--- src/rtl/reg_wb_arbiter.sv ---
// Two-requester register-file writeback arbiter: one-entry buffer per requester,
// oldest-first grant with round-robin tie break, registered write port.
module reg_wb_arbiter (
   input  logic        clk_n,
   input  logic        rst,
   input  logic        a_valid,
   input  logic [2:0]  a_addr,
   input  logic [15:0] a_data,
   output logic        a_ready,
   input  logic        b_valid,
   input  logic [2:0]  b_addr,
   input  logic [15:0] b_data,
   output logic        b_ready,
   output logic        wea,
   output logic [2:0]  waddr,
   output logic [15:0] wdata,
   output logic [7:0]  busy_mask,
   output logic [7:0]  drop_cnt
);

   // Requester A buffer
   logic        a_full_q, a_full_d;
   logic        a_old_q, a_old_d;
   logic [2:0]  a_addr_q;
   logic [15:0] a_data_q;

   // Requester B buffer
   logic        b_full_q, b_full_d;
   logic        b_old_q, b_old_d;
   logic [2:0]  b_addr_q;
   logic [15:0] b_data_q;

   // Round-robin pointer: 0 selects A, 1 selects B
   logic        rr_q, rr_d;

   logic        grant_a, grant_b, tie;
   logic        a_load, b_load;
   logic        a_stays, b_stays;
   logic        g_valid;
   logic [2:0]  g_addr;
   logic [15:0] g_data;

   logic        wea_q;
   logic [2:0]  waddr_q;
   logic [15:0] wdata_q;
   logic [7:0]  drop_q;

   // Grant is a pure function of buffer state, so ready never depends on valid.
   always_comb begin
      grant_a = 1'b0;
      grant_b = 1'b0;
      tie     = 1'b0;
      if (a_full_q && b_full_q) begin
         if (a_old_q && !b_old_q) begin
            grant_a = 1'b1;
         end else if (b_old_q && !a_old_q) begin
            grant_b = 1'b1;
         end else begin
            tie = 1'b1;
            if (rr_q) begin
               grant_b = 1'b1;
            end else begin
               grant_a = 1'b1;
            end
         end
      end else if (a_full_q) begin
         grant_a = 1'b1;
      end else if (b_full_q) begin
         grant_b = 1'b1;
      end
   end

   assign a_ready = !a_full_q || grant_a;
   assign b_ready = !b_full_q || grant_b;
   assign a_load  = a_valid && a_ready;
   assign b_load  = b_valid && b_ready;

   // A buffer that is full and not granted keeps its entry across the edge.
   assign a_stays = a_full_q && !grant_a;
   assign b_stays = b_full_q && !grant_b;

   always_comb begin
      a_full_d = a_load || a_stays;
      b_full_d = b_load || b_stays;
      // A surviving entry becomes older when the other side loads behind it.
      a_old_d  = a_load ? 1'b0 : (a_stays && (a_old_q || b_load));
      b_old_d  = b_load ? 1'b0 : (b_stays && (b_old_q || a_load));
      rr_d     = tie ? !rr_q : rr_q;
   end

   assign g_valid = grant_a || grant_b;
   assign g_addr  = grant_a ? a_addr_q : b_addr_q;
   assign g_data  = grant_a ? a_data_q : b_data_q;

   always_ff @(posedge clk_n) begin
      if (rst) begin
         a_full_q <= 1'b0;
         a_old_q  <= 1'b0;
         a_addr_q <= 3'd0;
         a_data_q <= 16'd0;
         b_full_q <= 1'b0;
         b_old_q  <= 1'b0;
         b_addr_q <= 3'd0;
         b_data_q <= 16'd0;
         rr_q     <= 1'b0;
      end else begin
         a_full_q <= a_full_d;
         a_old_q  <= a_old_d;
         b_full_q <= b_full_d;
         b_old_q  <= b_old_d;
         rr_q     <= rr_d;
         if (a_load) begin
            a_addr_q <= a_addr;
            a_data_q <= a_data;
         end
         if (b_load) begin
            b_addr_q <= b_addr;
            b_data_q <= b_data;
         end
      end
   end

   // Register-0 writes burn their grant slot but only bump the drop counter.
   always_ff @(posedge clk_n) begin
      if (rst) begin
         wea_q   <= 1'b0;
         waddr_q <= 3'd0;
         wdata_q <= 16'd0;
         drop_q  <= 8'd0;
      end else begin
         wea_q <= g_valid && (g_addr != 3'd0);
         if (g_valid && (g_addr != 3'd0)) begin
            waddr_q <= g_addr;
            wdata_q <= g_data;
         end
         if (g_valid && (g_addr == 3'd0) && (drop_q != 8'hff)) begin
            drop_q <= drop_q + 8'd1;
         end
      end
   end

   always_comb begin
      busy_mask = 8'd0;
      for (int i = 1; i < 8; i++) begin
         busy_mask[i] = (a_full_q && (a_addr_q == 3'(i))) ||
                        (b_full_q && (b_addr_q == 3'(i))) ||
                        (wea_q && (waddr_q == 3'(i)));
      end
   end

   assign wea      = wea_q;
   assign waddr    = waddr_q;
   assign wdata    = wdata_q;
   assign drop_cnt = drop_q;

endmodule
--- config.mk ---
export PLATFORM = sky130hd
export DESIGN_NAME = reg_wb_arbiter
export DESIGN_NICKNAME = d
export VERILOG_FILES = /design/src/rtl/reg_wb_arbiter.sv
export SDC_FILE = /design/constraint.sdc
export NUM_CORES = 1
export LEC_CHECK = 0
export ABC_CLOCK_PERIOD_IN_PS = 2270
export BUFFER_PORTS_ARGS = -buffer_cell sky130_fd_sc_hd__buf_2
export CAP_MARGIN = 40
export CORE_MARGIN = 3
export CORE_UTILIZATION = 49
export CTS_BUF_LIST = sky130_fd_sc_hd__clkbuf_4 sky130_fd_sc_hd__clkbuf_8
export DETAILED_ROUTE_END_ITERATION = 10
export PLACE_DENSITY = 0.75
export REMOVE_ABC_BUFFERS = 1
export SYNTH_ARGS = -nofsm -noshare
export SYNTH_HDL_FRONTEND = slang
export SYNTH_SLANG_ARGS = --single-unit
--- constraint.sdc ---
create_clock -name clk_n -period 2.27 [get_ports clk_n]
set_clock_uncertainty 0.05 [all_clocks]
set_input_delay 0.1135 -clock clk_n [delete_from_list [all_inputs] [get_ports clk_n]]
set_output_delay 0.1135 -clock clk_n [all_outputs]
set_load 0.05 [all_outputs]
Word-level counts from Yosys, hierarchy flattened
Cells that the tools add are included.

Register bits: 71. Input bits: 42. Logic and storage cells: 117.

$add $sub $neg: 1. Equality and inequality tests: 22. Mux-type cells: 16. Reductions and logical operators: 65.

Operators by type and width (count): == test 3 bit, second input constant (12); logical AND 1 bit (33); logical OR 1 bit (21); == test 3 x 2 -> 1 bit, second input constant (6); two-way mux 16 bit (1); two-way mux 1 bit (14); == test 3 x 1 -> 1 bit, second input constant (3); adder 8 x 1 -> 8 bit, second input constant (1); inequality test 8 bit, second input constant (1); logical NOT 1 bit (7); OR reduction 2 bit (2); logical NOT 3 bit (1); two-way mux 3 bit (1); nonzero test 3 bit (1).

Depth between registers and ports, before layout
Gate-level depths: netlist of the first run.

Depth after elaboration: 9. Depth in mapped cells: 8. Gate-level depth less buffers: 7.

Worst setup path before layout of the first run
Ideal clock, no wire load.

Path kind: register -> output. Start point: register waddr_q[1] (netlist: waddr[1]). End point: output busy_mask[6]. Data arrival time: 2.715 ns. Data required time: 2.106 ns. Setup slack: -0.608 ns. Cell stages (with the launch flop): 3. Buffers on the path: 0. Cell sequence: dfxtp_1 > inv_1 > o311ai_0.

Word-level cells in the longest chain between the ends: 3.

Ends and longest elaborated chain: start, declared (line 44) `logic [2:0] waddr_q;`; start signal, assigned (line 133) `waddr_q <= g_addr;`; == test 3 bit (line 147) `(wea_q && (waddr_q == 3'(i)));`; logical AND 1 bit (line 147); logical OR 1 bit (line 146) `(b_full_q && (b_addr_q == 3'(i))) ||`; end, declared (line 17) `output logic [7:0] busy_mask,`.

Every way passes these cells.

Worst setup path after layout of the first run
Start point: register a_addr_q[2]. End point: output busy_mask[4].

Word-level cells in the longest chain between the ends: 4.

Ends and longest elaborated chain: start, declared (line 24) `logic [2:0] a_addr_q;`; start signal, assigned (line 113) `a_addr_q <= a_addr;`; == test 3 bit (line 145) `busy_mask[i] = (a_full_q && (a_addr_q == 3'(i))) ||`; logical AND 1 bit (line 145); logical OR 1 bit (line 145); logical OR 1 bit (line 146).

Every way passes these cells.

==> impl_results.md, run 1 <==
* Status: finished, final reports clean
* Die width at 85.29 um
* Flip-flop and latch count after synthesis at 71
* Startpoint Class: register
* Final worst slack at 0.1755 ns
* Fin area at 4187 um2
* Placement Setup Slack at 0.1139 ns
* Arrival @ worst endpoint at 1.93 ns
* Vias per inst at 5.417
* RSZ-0062 raised after global routing: no
* P&R area growth vs syn at 35.91%
* GR Util All Layers at 0.2444
* DRC Markers at 0
* Mapped Cells at 372
* Min-delay src: b_valid
* Post-synth EDFFs at 0
* Period utilization at 0.9227
* Detail Route Antenna Nets at 0
* H-tree depth at 3
* Fill count at 494
* Reg clk slew, reported paths at 0.07 ns
* Core Footprint at 5991 um2
* Sequential-to-total area share from yosys stat at 0.4614
* Setup TNS at 0 ns
* DRT iter0 DRCs at 169
* Tot Pwr at 0.002975 W
* Leakage at 1.827 nW
* Class of the most critical setup path: reg -> out
* Chip height at 85.29 um
* Top delay family on crit path: simple AND/OR/NAND/NOR gates
* Hpwl dp at 5317 um
* Vias in the first global route at 3007
* R2r endpoint: drop_cnt[2]
* Hold-critical path depth at 3
* Worst Hold End: b_full_q
* CTS Buffer Depth at 2
* Root buf cell: clkbuf_8
* Post-synthesis cell type with the largest combined area: dfxtp_1
* Sink Count at 71
* Die Area at 7274 um2
* Antenna diode count at 0
* CTS tree: done
* CP cell instances: or4b_2, o311ai_0, buf_2
* Max-Cap Viols at 0
* Gpl congestion at 0.8436
* Fmax at 0.4774 GHz
* WP data required at 2.11 ns
* Drt first pass iters at 4
* Final Setup Violations at 0
* Initial antenna violation count at 0
* Ys Warns at 0
* Ports at 80
* WHS at 0.03064 ns
* CTS Buf Count at 9
* Worst setup EP type: output port
* Power Dens Cells at 710.6 nW/um2
* Worst Hold Class: in -> reg
* Peak supply drop at 0.4644 mV
* Area of the mapped netlist at 3080 um2
* Post-CTS Setup Inserts at 0
* Worst path bufs/invs at 1
* Worst Reg-to-Reg Cells at 7
* GR Overflow Total at 0
* Worst-Skew Late Latency at 0.34 ns
* WL/cell at 14.85 um
* Setup slack, reg-to-reg at 0.21 ns
* Avg Inst Size Synth at 8.281 um2
* Synth area leaders: dfxtp_1 46%, nand2_1 10%, a21oi_1 7.5%
* Slew Limit Fails at 0
* Starting Density at 0.5142
* Critical path peak fanout at 10
* Area after DPL at 3596 um2
* Async SR Flop Fraction at 0
* Row count at 28
* Slowest CP cell: or4b_2
* Post-Route WL at 8407 um
* Fin nets at 531
* Main synth FF type: dfxtp_1
* Yosys cell types at 40
* Final Hold Vio Count at 0
* Share of layout cells above drive strength 1 at 0.2505
* Reg2reg start: a_old_q
* Total number of vias at 3066
* Delay of the slowest critical-path stage at 0.62 ns
* Pin count of the biggest net entering global routing at 33
* Yosys top cell area share at 0.4614
* Global-route wire length before repair at 14240 um
* Final Critical Period at 2.094 ns
* PortBufs at 78
[cells in the mapped netlist (2+ instances only)]
cell       n
or3_1      4
nand3_1    9
nor4b_1    2
nand4b_1   4
xor2_1     2
a31oi_1    3
ha_1       3
dfxtp_1   71
nor2b_1    2
buf_4      3
nor2_1    25
buf_2      4
o21ai_0    6
nand4_1    9
a211oi_1  21
o311ai_0   3
inv_1     10
clkbuf_1  21
mux2_2     3
a21oi_1   46
and3_1     3
a41oi_1    2
nand2_1   82
mux2i_1   18
[cell families after synthesis]
group | Yosys count | share of synthesized area
XOR/XNOR | 2 | 0.005687
AND/OR/NAND/NOR | 145 | 0.2120
buffers and inverters | 39 | 0.05280
adder cells (fa/ha/maj) | 3 | 0.01219
flip-flops | 71 | 0.4614
multiplexers | 21 | 0.06945
AO/OA/AOI/OAI | 90 | 0.1852
other | 1 | 0.001217
[how the worst max path moves through the flow]
stage / start / to / slack [ns] / cells past startpoint
after floorplan: b_old_q / waddr[0] / -1.07 / 7
after CTS: a_old_q / wdata[8] / 0.1 / 8
final: a_addr_q[2] / busy_mask[4] / 0.18 / 3
after global routing: a_old_q / wdata[12] / 0.03 / 8
after detailed placement: a_old_q / wdata[8] / 0.11 / 8
after global placement: a_old_q / drop_cnt[2] / 0.29 / 7
[per-layer routing]
layer | vias up | wire length, um | global-route usage | part of all wire
li1 | 1520 | - | - | -
met1 | 1434 | 3593 | 0.2962 | 0.43
met2 | 96 | 4179 | 0.4145 | 0.50
met3 | 16 | 461 | 0.05922 | 0.055
met4 | 0 | 172 | 0.09928 | 0.020
met5 | - | 0 | 0 | 0
[through the flow]
stage,util,std cells
floorplan,-,343
global placement,0.6003,511
detailed placement,0.6003,511
CTS,0.6982,566
global route,0.6988,566
finish,0.6988,566
[cell type report]
| class | instances | area [um2] | area share |
|---|---|---|---|
| Clock buffer | 9 | 123.9 | 0.02959 |
| Clock inverter | 7 | 72.57 | 0.01733 |
| Inverter | 10 | 37.54 | 0.008966 |
| Multi-Input combinational cell | 262 | 1531 | 0.3658 |
| Sequential cell | 71 | 1421 | 0.3395 |
| Tap cell | 75 | 93.84 | 0.02241 |
| Timing Repair Buffer | 132 | 905.9 | 0.2164 |
[registers in the layout, indices dropped and copies added (netlist names)]
name,count
a_addr_q,3
a_data_q,16
a_full_q,1
a_old_q,1
b_addr_q,3
b_data_q,16
b_full_q,1
b_old_q,1
drop_cnt,8
rr_q,1
waddr,3
wdata,16
wea,1
[layout by cell type, fill, tap and decap left out, types with 9 or more instances in the layout]
master         synthesis  final
dlygate4sd3_1          0     39
dfxtp_1               71     71
nand2_1               82     82
clkbuf_8               0      9
a211oi_1              21     21
mux2i_1               18     18
nor2_1                25     25
nand3_1                9      9
inv_1                 10     10
buf_4                  3     14
nand4_1                9      9
a21oi_1               46     46
buf_2                  4     78
[power by group]
part | total, W | internal (W) | leakage (nW) | switching [W]
clock network | 0.000990 | 0.000508 | 0.0956 | 0.000482
registers | 0.00139 | 0.00133 | 0.583 | 0.0000648
logic | 0.000594 | 0.000216 | 1.15 | 0.000378
total | 0.00297 | 0.00205 | 1.83 | 0.000924
[what timing repair did]
action                                  CTS  global route
endpoints found under the hold margin    39             0
resized for setup                         0             1
hold buffers                             39             0
endpoints found under the setup margin    0            11
[worst register-to-register path: cells and delay by family (launching register included)]
kind	cells	cell delay, ns
compound gates	2	0.59
fa+ha+maj	1	0.22
buf+inv	1	0.06
flops	1	0.34
mux	1	0.32
simple gates	2	0.37
Note: power is estimated with default switching activity, not from simulation.
==> run 2: changes to the inputs <==
- PLACE_DENSITY: 0.75 -> unset
- PLACE_DENSITY_LB_ADDON: unset -> 0.1
==> impl_results.md, run 2 (synthesized netlist as in run 1, its figures left out) <==
* Die width at 85.29 um
* PortBufs at 78
* Critical path peak fanout at 9
* WP data required at 2.11 ns
* DRC Markers at 0
* Slew HR at 0.5980
* Commonest non-fill, non-tap cell in the layout: nand2_1
* Antenna diode count at 0
* Worst Hold Class: in -> reg
* Initial antenna violation count at 0
* Worst setup EP type: output port
* DRT iter0 DRCs at 120
* Global-route wire length before repair at 13510 um
* Die Area at 7274 um2
* Startpoint Class: register
* Share of layout cells above drive strength 1 at 0.2510
* Vias per inst at 5.221
* CTS Buffer Depth at 2
* Final core utilization at 0.7070
* Detail Route Antenna Nets at 0
* Total number of vias at 2950
* Fill count at 494
* Ports at 80
* Reg area at 1421 um2
* Final Setup Violations at 0
* Slew Limit Fails at 0
* Reg clk slew, reported paths at 0.07 ns
* Fin nets at 531
* Fin area at 4235 um2
* Period utilization at 0.9082
* Vias in the first global route at 2990
* Top delay family on crit path: simple AND/OR/NAND/NOR gates
* Max-Cap Viols at 0
* CTS tree: done
* Area of the multi-input gates at 1531 um2
* Peak supply drop at 0.5697 mV
* Post-Route WL at 7947 um
* GR Overflow Total at 0
* Gpl congestion at 0.8260
* Sink Count at 71
* CP cell instances: buf_4, or4b_2, o311ai_0, buf_2
* Fmax at 0.4850 GHz
* Worst-Skew Late Latency at 0.33 ns
* CTS Buf Count at 9
* Leakage at 1.852 nW
* GR Util All Layers at 0.2301
* RSZ-0062 raised after global routing: no
* Root buf cell: clkbuf_8
* Core Footprint at 5991 um2
* Arrival @ worst endpoint at 1.90 ns
* H-tree depth at 3
* Worst Tran Pin Value at 0.6012 ns
* Class of the most critical setup path: reg -> out
* Power Dens Cells at 729.9 nW/um2
* Commonest cells after routing, fill and taps aside: 82 x nand2_1, 78 x buf_2, 71 x dfxtp_1
* P&R area growth vs syn at 37.49%
* Row count at 28
* Slowest CP cell: or4b_2
* Final Hold Vio Count at 0
* Post-Layout Cell Count at 565
* Delay of the slowest critical-path stage at 0.66 ns
* Hpwl dp at 5087 um
* Worst path bufs/invs at 2
* Post-CTS Setup Inserts at 0
* Final Critical Period at 2.062 ns
* Pin count of the biggest net entering global routing at 41
* Status: finished, final reports clean
* Setup TNS at 0 ns
* Starting Density at 0.5142
* Drt first pass iters at 4
* Chip height at 85.29 um
* Placed cells at 512
* WL/cell at 14.07 um
* Area after DPL at 3632 um2
## run 2: worst paths after layout
check	cells past startpoint	from	end	slack, ns
max reg2reg	7	a_old_q	drop_cnt[2]	0.21
max	4	a_addr_q[0]	busy_mask[4]	0.21
min	3	a_valid	a_full_q	0.02
min reg2reg	2	a_data_q[2]	a_data_q[2]	0.41
## run 2: metrics by stage
step	total power (W)	setup WS, ns	hold WS (ns)
6_report	0.003091	0.2083	0.02065
5_1_grt	0.003224	0.07479	0.02635
4_1_cts	0.003108	0.1764	0.01233
3_3_place_gp	0.001944	0.2576	0.3033
3_5_place_dp	0.001956	0.1849	0.3095
2_1_floorplan	0.001757	-1.071	0.1326
## run 2: worst reg2reg max path, delay by kind of cell (launching register included)
| kind | cells | cell delay (ns) |
|---|---|---|
| AOI/OAI and AO/OA | 2 | 0.59 |
| adders and majority gates | 1 | 0.21 |
| buffers and inverters | 1 | 0.06 |
| DFF | 1 | 0.33 |
| muxes | 1 | 0.33 |
| and+or+nand+nor | 2 | 0.38 |
## run 2: repair_timing
action                                 CTS  global route
setup endpoints to repair                0             3
endpoints found under the hold margin   38             0
hold buffers                            38             0
gates resized for setup                  0             1
## run 2: cell type report
| type | instances | area share |
|---|---|---|
| clock buffers | 10 | 0.03250 |
| clock inverters | 5 | 0.01920 |
| inverters | 10 | 0.008863 |
| multi-input cells | 262 | 0.3616 |
| flip-flops and latches | 71 | 0.3356 |
| well taps | 75 | 0.02216 |
| repair buffers | 132 | 0.2201 |
## run 2: power by group
part / leakage (nW) / internal, W / switching, W
logic: 1.16 / 0.000220 / 0.000371
registers: 0.583 / 0.00133 / 0.0000606
clock network: 0.109 / 0.000645 / 0.000469
## run 2: metal layers
layer,track usage,share of wire,vias to the layer above
met4,0.07194,0.0079,0
met5,0,0,-
met3,0.04757,0.045,6
met1,0.2656,0.44,1358
li1,-,-,1522
met2,0.4223,0.51,64
